## src/rtl/icu_sequencer.sv

```systemverilog
// icu_sequencer: program counter, return stack and I/O latch bank sitting
// between an asynchronous-read program memory and a 1-bit ICU core.
// Every word is presented in address order; JMP/RTN redirect pc on the
// same edge the ICU executes them, so targets appear with no bubble.
module icu_sequencer #(
  parameter int ADDR_W      = 8,
  parameter int IO_W        = 3,
  parameter int STACK_DEPTH = 4
) (
  input  logic                         clk,
  input  logic                         rst_n,
  output logic [ADDR_W-1:0]            pm_addr_o,
  input  logic [ADDR_W+3:0]            pm_data_i,
  output logic [3:0]                   instr_o,
  output logic                         data_in_o,
  input  logic                         write_i,
  input  logic                         data_out_i,
  input  logic [(2**IO_W)-1:0]         in_bus_i,
  output logic [(2**IO_W)-1:0]         out_bus_o,
  output logic [ADDR_W-1:0]            pc_o,
  output logic [$clog2(STACK_DEPTH):0] sp_o,
  output logic                         err_o
);

  localparam int N_IO  = 2 ** IO_W;
  localparam int SP_W  = $clog2(STACK_DEPTH) + 1;
  localparam int IDX_W = (STACK_DEPTH > 1) ? $clog2(STACK_DEPTH) : 1;

  localparam logic [3:0] OP_JMP = 4'hC;
  localparam logic [3:0] OP_RTN = 4'hD;

  // Fields of the word currently addressed by pc
  logic [3:0]        opcode;
  logic [ADDR_W-1:0] operand;
  logic [IO_W-1:0]   io_addr;

  // Architectural state
  logic [ADDR_W-1:0] pc_q, pc_d;
  logic [SP_W-1:0]   sp_q, sp_d;
  logic              err_q, err_d;
  logic [IO_W-1:0]   addr_q;
  logic [N_IO-1:0]   out_q, out_d;

  // Return stack storage; entries above sp are don't-care, so no reset
  logic [ADDR_W-1:0] stack_q [STACK_DEPTH];

  logic              push;
  logic              stack_full;
  logic              stack_empty;
  logic [ADDR_W-1:0] pc_inc;
  logic [SP_W-1:0]   sp_dec;
  logic [IDX_W-1:0]  push_idx;
  logic [IDX_W-1:0]  top_idx;

  assign opcode   = pm_data_i[ADDR_W+3:ADDR_W];
  assign operand  = pm_data_i[ADDR_W-1:0];
  assign io_addr  = operand[IO_W-1:0];

  assign pm_addr_o = pc_q;
  assign pc_o      = pc_q;
  assign sp_o      = sp_q;
  assign err_o     = err_q;
  assign out_bus_o = out_q;
  assign instr_o   = opcode;
  assign data_in_o = in_bus_i[io_addr];

  assign pc_inc      = pc_q + ADDR_W'(1);
  assign sp_dec      = sp_q - SP_W'(1);
  assign stack_full  = (sp_q == SP_W'(STACK_DEPTH));
  assign stack_empty = (sp_q == '0);
  assign push_idx    = sp_q[IDX_W-1:0];
  assign top_idx     = sp_dec[IDX_W-1:0];

  // Next pc / stack pointer / error flag from the word being executed
  always_comb begin
    pc_d  = pc_inc;
    sp_d  = sp_q;
    err_d = err_q;
    push  = 1'b0;
    case (opcode)
      OP_JMP: begin
        // The jump is always taken; a full stack just loses the return address
        pc_d = operand;
        if (stack_full) begin
          err_d = 1'b1;
        end else begin
          push = 1'b1;
          sp_d = sp_q + SP_W'(1);
        end
      end
      OP_RTN: begin
        // Underflow restarts the program from address 0
        if (stack_empty) begin
          pc_d  = '0;
          err_d = 1'b1;
        end else begin
          pc_d = stack_q[top_idx];
          sp_d = sp_dec;
        end
      end
      default: ;
    endcase
  end

  // Output latches: write strobe belongs to the previous edge's instruction
  generate
    for (genvar gi = 0; gi < N_IO; gi++) begin : g_out_bit
      assign out_d[gi] = (write_i && (addr_q == IO_W'(gi))) ? data_out_i : out_q[gi];
    end
  endgenerate

  // Sequencer state register with asynchronous clear
  always_ff @(posedge clk or negedge rst_n) begin
    if (!rst_n) begin
      pc_q   <= '0;
      sp_q   <= '0;
      err_q  <= 1'b0;
      addr_q <= '0;
      out_q  <= '0;
    end else begin
      pc_q   <= pc_d;
      sp_q   <= sp_d;
      err_q  <= err_d;
      addr_q <= io_addr;
      out_q  <= out_d;
    end
  end

  // Return-address write on a successful push
  always_ff @(posedge clk) begin
    if (push) begin
      stack_q[push_idx] <= pc_inc;
    end
  end

endmodule

```

## config.mk

```make
export PLATFORM = sky130hd
export DESIGN_NAME = icu_sequencer
export DESIGN_NICKNAME = d
export VERILOG_FILES = /design/src/rtl/icu_sequencer.sv
export SDC_FILE = /design/constraint.sdc
export NUM_CORES = 1
export LEC_CHECK = 0
export ABC_AREA = 1
export ABC_CLOCK_PERIOD_IN_PS = 4200
export BUFFER_PORTS_ARGS = -buffer_cell sky130_fd_sc_hd__buf_2
export CAP_MARGIN = 20
export CORE_ASPECT_RATIO = 1.1
export CORE_MARGIN = 1.5
export CORE_UTILIZATION = 50
export DETAILED_ROUTE_END_ITERATION = 12
export PLACE_DENSITY_LB_ADDON = 0.3
export RECOVER_POWER = 25
export SLEW_MARGIN = 10
export SYNTH_ARGS = -nofsm -noshare
export SYNTH_HDL_FRONTEND = slang
export SYNTH_SLANG_ARGS = --single-unit
```

## constraint.sdc

```tcl
create_clock -name clk -period 4.2 [get_ports clk]
set_input_delay 0.42 -clock clk [delete_from_list [all_inputs] [get_ports clk]]
set_output_delay 0.42 -clock clk [all_outputs]
set_load 0.005 [all_outputs]
```

# Word level (Yosys, flattened, before mapping)
# Memory sizes are Yosys's and may differ from the RTL's.
# Index checks and enable logic that the tools add are counted.
[op_classes]
n_reduce_logical = 13
eq_ne = 14
n_addsub = 3
n_lt_le_gt_ge = 1
muxes = 14
[op_table]
columns = ["operator", "count"]
rows = [
  ["case mux 8 bit (2 select lines)", 1],
  ["equality test 3 bit, second input constant", 5],
  ["adder 8 x 1 -> 8 bit, second input constant", 1],
  ["equality test 4 bit, second input constant", 2],
  ["logical AND 1 bit", 8],
  ["2-to-1 mux 8 bit", 1],
  ["inequality test 2 bit, second input constant", 4],
  ["2-to-1 mux 1 bit", 7],
  ["equality test 3 x 2 -> 1 bit, second input constant", 2],
  ["zero test 3 bit", 2],
  ["2-to-1 mux 3 bit", 2],
  ["case mux 3 bit (2 select lines)", 1],
  ["AND reduction 3 bit", 2],
  ["< comparator 3 x 4 -> 1 bit, second input constant", 1],
  ["adder 3 x 1 -> 3 bit, second input constant", 1],
  ["binary-select mux 1 bit (select 3 bit)", 1],
  ["equality test 3 x 1 -> 1 bit, second input constant", 1],
  ["subtractor 3 x 1 -> 3 bit, second input constant", 1],
  ["case mux 1 bit (2 select lines)", 1],
  ["nonzero test 2 bit", 1],
]
[word_totals]
ramBits = 32
input_bits = 24
reg_bits = 23
mem_count = 1
elab_cells = 58
output_inout_bits = 33
[mem_list]
columns = ["memory", "words", "width", "read_ports", "rd_clocked_by_memory_dff", "wr", "line_no", "text"]
rows = [
  ["stack_q", 4, 8, 1, 0, 1, "45", "logic [ADDR_W-1:0] stack_q [STACK_DEPTH];"],
]

# Longest topological paths before layout
[depth]
word_depth = 5
depth_mapped = 10
ltp_nobuf = 8

# Least setup slack after synthesis
# OpenSTA, ideal clock, no wires.
[synth_path]
path_kind = "reg2reg"
startpoint = "register sp_q[0] (netlist: sp_o[0])"
endpoint = "memory stack_q[2][0], enable pin"
required_ns = 3.829
stages_incl_launch_ff = 7
arrival_ns = 1.459
path_buffers = 1
synth_period_minus_slack_ns = 1.830
path_slack_ns = 2.370
setup_ns = 0.371
cell_sequence = "dfrtp_1 > inv_2 > buf_6 > ha_1 > nand2_1 > nand3_4 > nor2_1"
[synth_between]
elab_chain_cells = 5
[synth_rtl]
columns = ["element", "line_no", "text"]
rows = [
  ["start: declaration", "39", "logic [SP_W-1:0] sp_q, sp_d;"],
  ["start signal: assignment", "122", "sp_q <= sp_d;"],
  ["equality test 3 bit", "69", "assign stack_full = (sp_q == SP_W'(STACK_DEPTH));"],
  ["2-to-1 mux 1 bit", "84", "if (stack_full) begin"],
  ["2-to-1 mux 1 bit", "80", "case (opcode)"],
  ["2-to-1 mux 1 bit", "131", "if (push) begin"],
  ["2-to-1 mux 1 bit (not written as such)", "132", "stack_q[push_idx] <= pc_inc;"],
  ["end: declaration", "45", ""],
]
# Parallel ways exist; a longest one is shown, timed or not.

# Worst setup path in the final report
[layout_path]
startpoint = "register sp_q[0] (netlist: sp_o[0])"
endpoint = "memory stack_q[0][2], enable pin"
# Same word-level chain as after synthesis.

==> results.txt <==
status - finished clean
Reg power frac - 42.4%
Final setup viols - 0
drt first pass iters - 4
Compound-Gate Fraction of Synth Area - 6.95%
total number of vias - 2,083
hold_buf cts - 0
post-synthesis simple-gate area fraction - 23.5%
Worst-path clk slew - 90 ps
H-Tree Depth - 2
register area - 1540 um^2
Synth top area share - 34.4%
final antenna-violating net count - 0
Clock power frac - 17.6%
RSZ-0062 raised after global routing - no
vias in the first global route - 1,889
core footprint - 5400 um^2
setup TNS - 0 ps
post-CTS sizing - 0
detailed-route wire length per cell - 13.8 um
Mapped Area - 2790 um^2
IO Pins - 57
Synth cell types - 30
fmax - 399 MHz
worst rel slew slack - 16.4%
Slew Limit Fails - 0
Worst Min Path Start - pm_data_i[2]
cell with the most instances after synthesis - nand2_1
TritonCTS buffer count - 5
footprint of the multi-input gates - 965 um^2
Worst EP arrival - 2450 ps
final worst-path cycle share - 59.6%
Largest stage delay, worst path - 790 ps
Post-synth EDFFs - 32
initial antenna violation count - 0
Final nets - 380
Synth Area in Adders - 3.14%
max_cap viols - 0
crit-path max FO - 23
Synth area leader - edfxtp_1
Gate power share - 40.0%
Vias/cell - 4.90
num rows - 28
Sink Count - 55
leakage dissipation - 0.00149 uW
commonest cells in the synthesized netlist - nand2_1, nor2_1, inv_1
setup bufs post-CTS - 0
largest family of logic cells by synthesized area - simple AND/OR/NAND/NOR gates
gr usage total - 21.5%
post-synthesis mux area share - 0%
top_reg_cell synth - edfxtp_1
Area Growth Syn to Fin - 12.1%
FFs w/ async S/R, synth - 41.8%
top cells by area, synth - edfxtp_1, dfrtp_1, nand2_1
Internal - 1170 uW
final hold vios - 0
CP Launch Type - flop
Post-Route WL - 5.88 mm
CP Cell Sequence - inv_2 > ha_1 > nand2_1 > nand3_4 > nor2_1
detailed-route DRC error count - 0
Max stage delay cell, worst path - dfrtp_1
power density over the cells - 621 nW/um^2
Tightest Hold Check Type - in -> reg
CP Class - reg -> reg
Mapped Nets - 333
syn avg cell area - 9.24 um^2
clock latency at the later pin of the worst-skew pair - 310 ps
number of buffers added on ports - 56
n_diodes - 0
Post-Synthesis Cells - 302
Syn. warnings - 0
Pwr Total - 1940 uW
Initial Utilization - 51.7%
sequential element share of the synthesized area - 55.0%
Max VDD drop - 0.000388 V
Worst-Margin Slew - 1250 ps
largest net degree at the start of global routing - 24
reg-to-reg startpoint - sp_o[0]
Switching Power - 775 uW
Crit. Startpoint - sp_o[0]
clk_skew - 6.70 ps
global route overflow - 0
First DRT Iteration DRCs - 171
final design utilization - 58.0%
gpl congestion - 0.926
sw frac - 39.9%
FILL cells - 484
Max Root-Sink Buffers - 2
CTS tree - built
Critical Path End Type - flop
first-pass GRT wire length - 9.46 mm
Seq cells post-synth - 55
clock root buffer - clkbuf_8
Die Height - 81.4 um
DPL Wire Length - 4.34 mm
CP required - 4150 ps
Tmin final - 2500 ps
total die area - 6040 um^2
Die W - 74.2 um
Synth Area in XOR/XNOR - 0.941%
layout cells sized above 1 - 20.9%
[path summary, 6_finish.rpt]
kind | depth (start not counted) | end | slack, ps
min | 1 | addr_q[2] | 260
max in group asynchronous | 1 | pc_o[2] | 3100
min reg2reg | 1 | err_o | 490
max reg2reg | 5 | stack_q[0][2] | 1700
max | 5 | stack_q[0][2] | 1700
min in group asynchronous | 1 | out_bus_o[3] | 360
[cells in the final DEF, fill, tap and decap left out, types with 7 or more instances in the layout]
cell type,Yosys,final
nand2_1,76,76
buf_2,0,50
nor2_1,35,35
inv_1,34,34
edfxtp_1,32,32
dfrtp_1,23,23
nand3_1,21,21
o21ai_0,16,16
a21oi_1,8,8
a31oi_1,7,7
ha_1,7,7
[metrics by stage]
| stage | worst slack [ps] | cells | cell area, um^2 | hold WS [ps] |
|---|---|---|---|---|
| final | 1700 | 425 | 3130 | 261 |
| after floorplan | 2370 | 302 | 2790 | 124 |
| after global routing | 1450 | 425 | 3130 | 247 |
| after detailed placement | 1710 | 417 | 3020 | 436 |
| after CTS | 1710 | 425 | 3140 | 89.8 |
| after global placement | 1830 | 417 | 3020 | 420 |
[critical path: cells and delay by family (launching register included)]
| family | cells | cell delay (ps) |
|---|---|---|
| flip-flops | 1 | 790 |
| AND/OR/NAND/NOR | 3 | 780 |
| adder cells (fa/ha/maj) | 1 | 300 |
| buffers and inverters | 1 | 280 |
[sequential cells by signal, summed over array words and instances (netlist names)]
register and count:
addr_q 3, err_o 1, out_bus_o 8, pc_o 8, sp_o 3, stack_q 32
[cell type report]
| type | instances | share of cell area, % |
|---|---|---|
| Tap cell | 75 | 3.00 |
| Inverter | 39 | 4.68 |
| Timing Repair Buffer | 56 | 8.71 |
| Multi-Input combinational cell | 192 | 30.8 |
| Clock inverter | 1 | 0.280 |
| Clock buffer | 7 | 3.44 |
| Sequential cell | 55 | 49.1 |
[per-layer routing]
layer | routed length (um) | track usage, % | up-vias
met5 | 0 | 0 | -
met4 | 34 | 5.82 | 0
met3 | 323 | 4.71 | 4
met2 | 2800 | 33.2 | 74
met1 | 2720 | 30.6 | 947
li1 | - | - | 1058
[power groups by stage]
stage | clock network [uW] | logic (uW) | registers, uW
floorplan | 0 | 601 | 801
global placement | 0 | 755 | 833
detailed placement | 0 | 773 | 835
CTS | 349 | 778 | 824
global route | 370 | 869 | 844
finish | 343 | 777 | 824
[logic make-up after synthesis]
logic type | after synthesis
AO/OA/AOI/OAI | 35
XOR/XNOR | 3
adder cells (fa/ha/maj) | 7
buffers and inverters | 55
flip-flops | 55
AND/OR/NAND/NOR | 147
No activity file was read; power rests on OpenSTA's default activity.
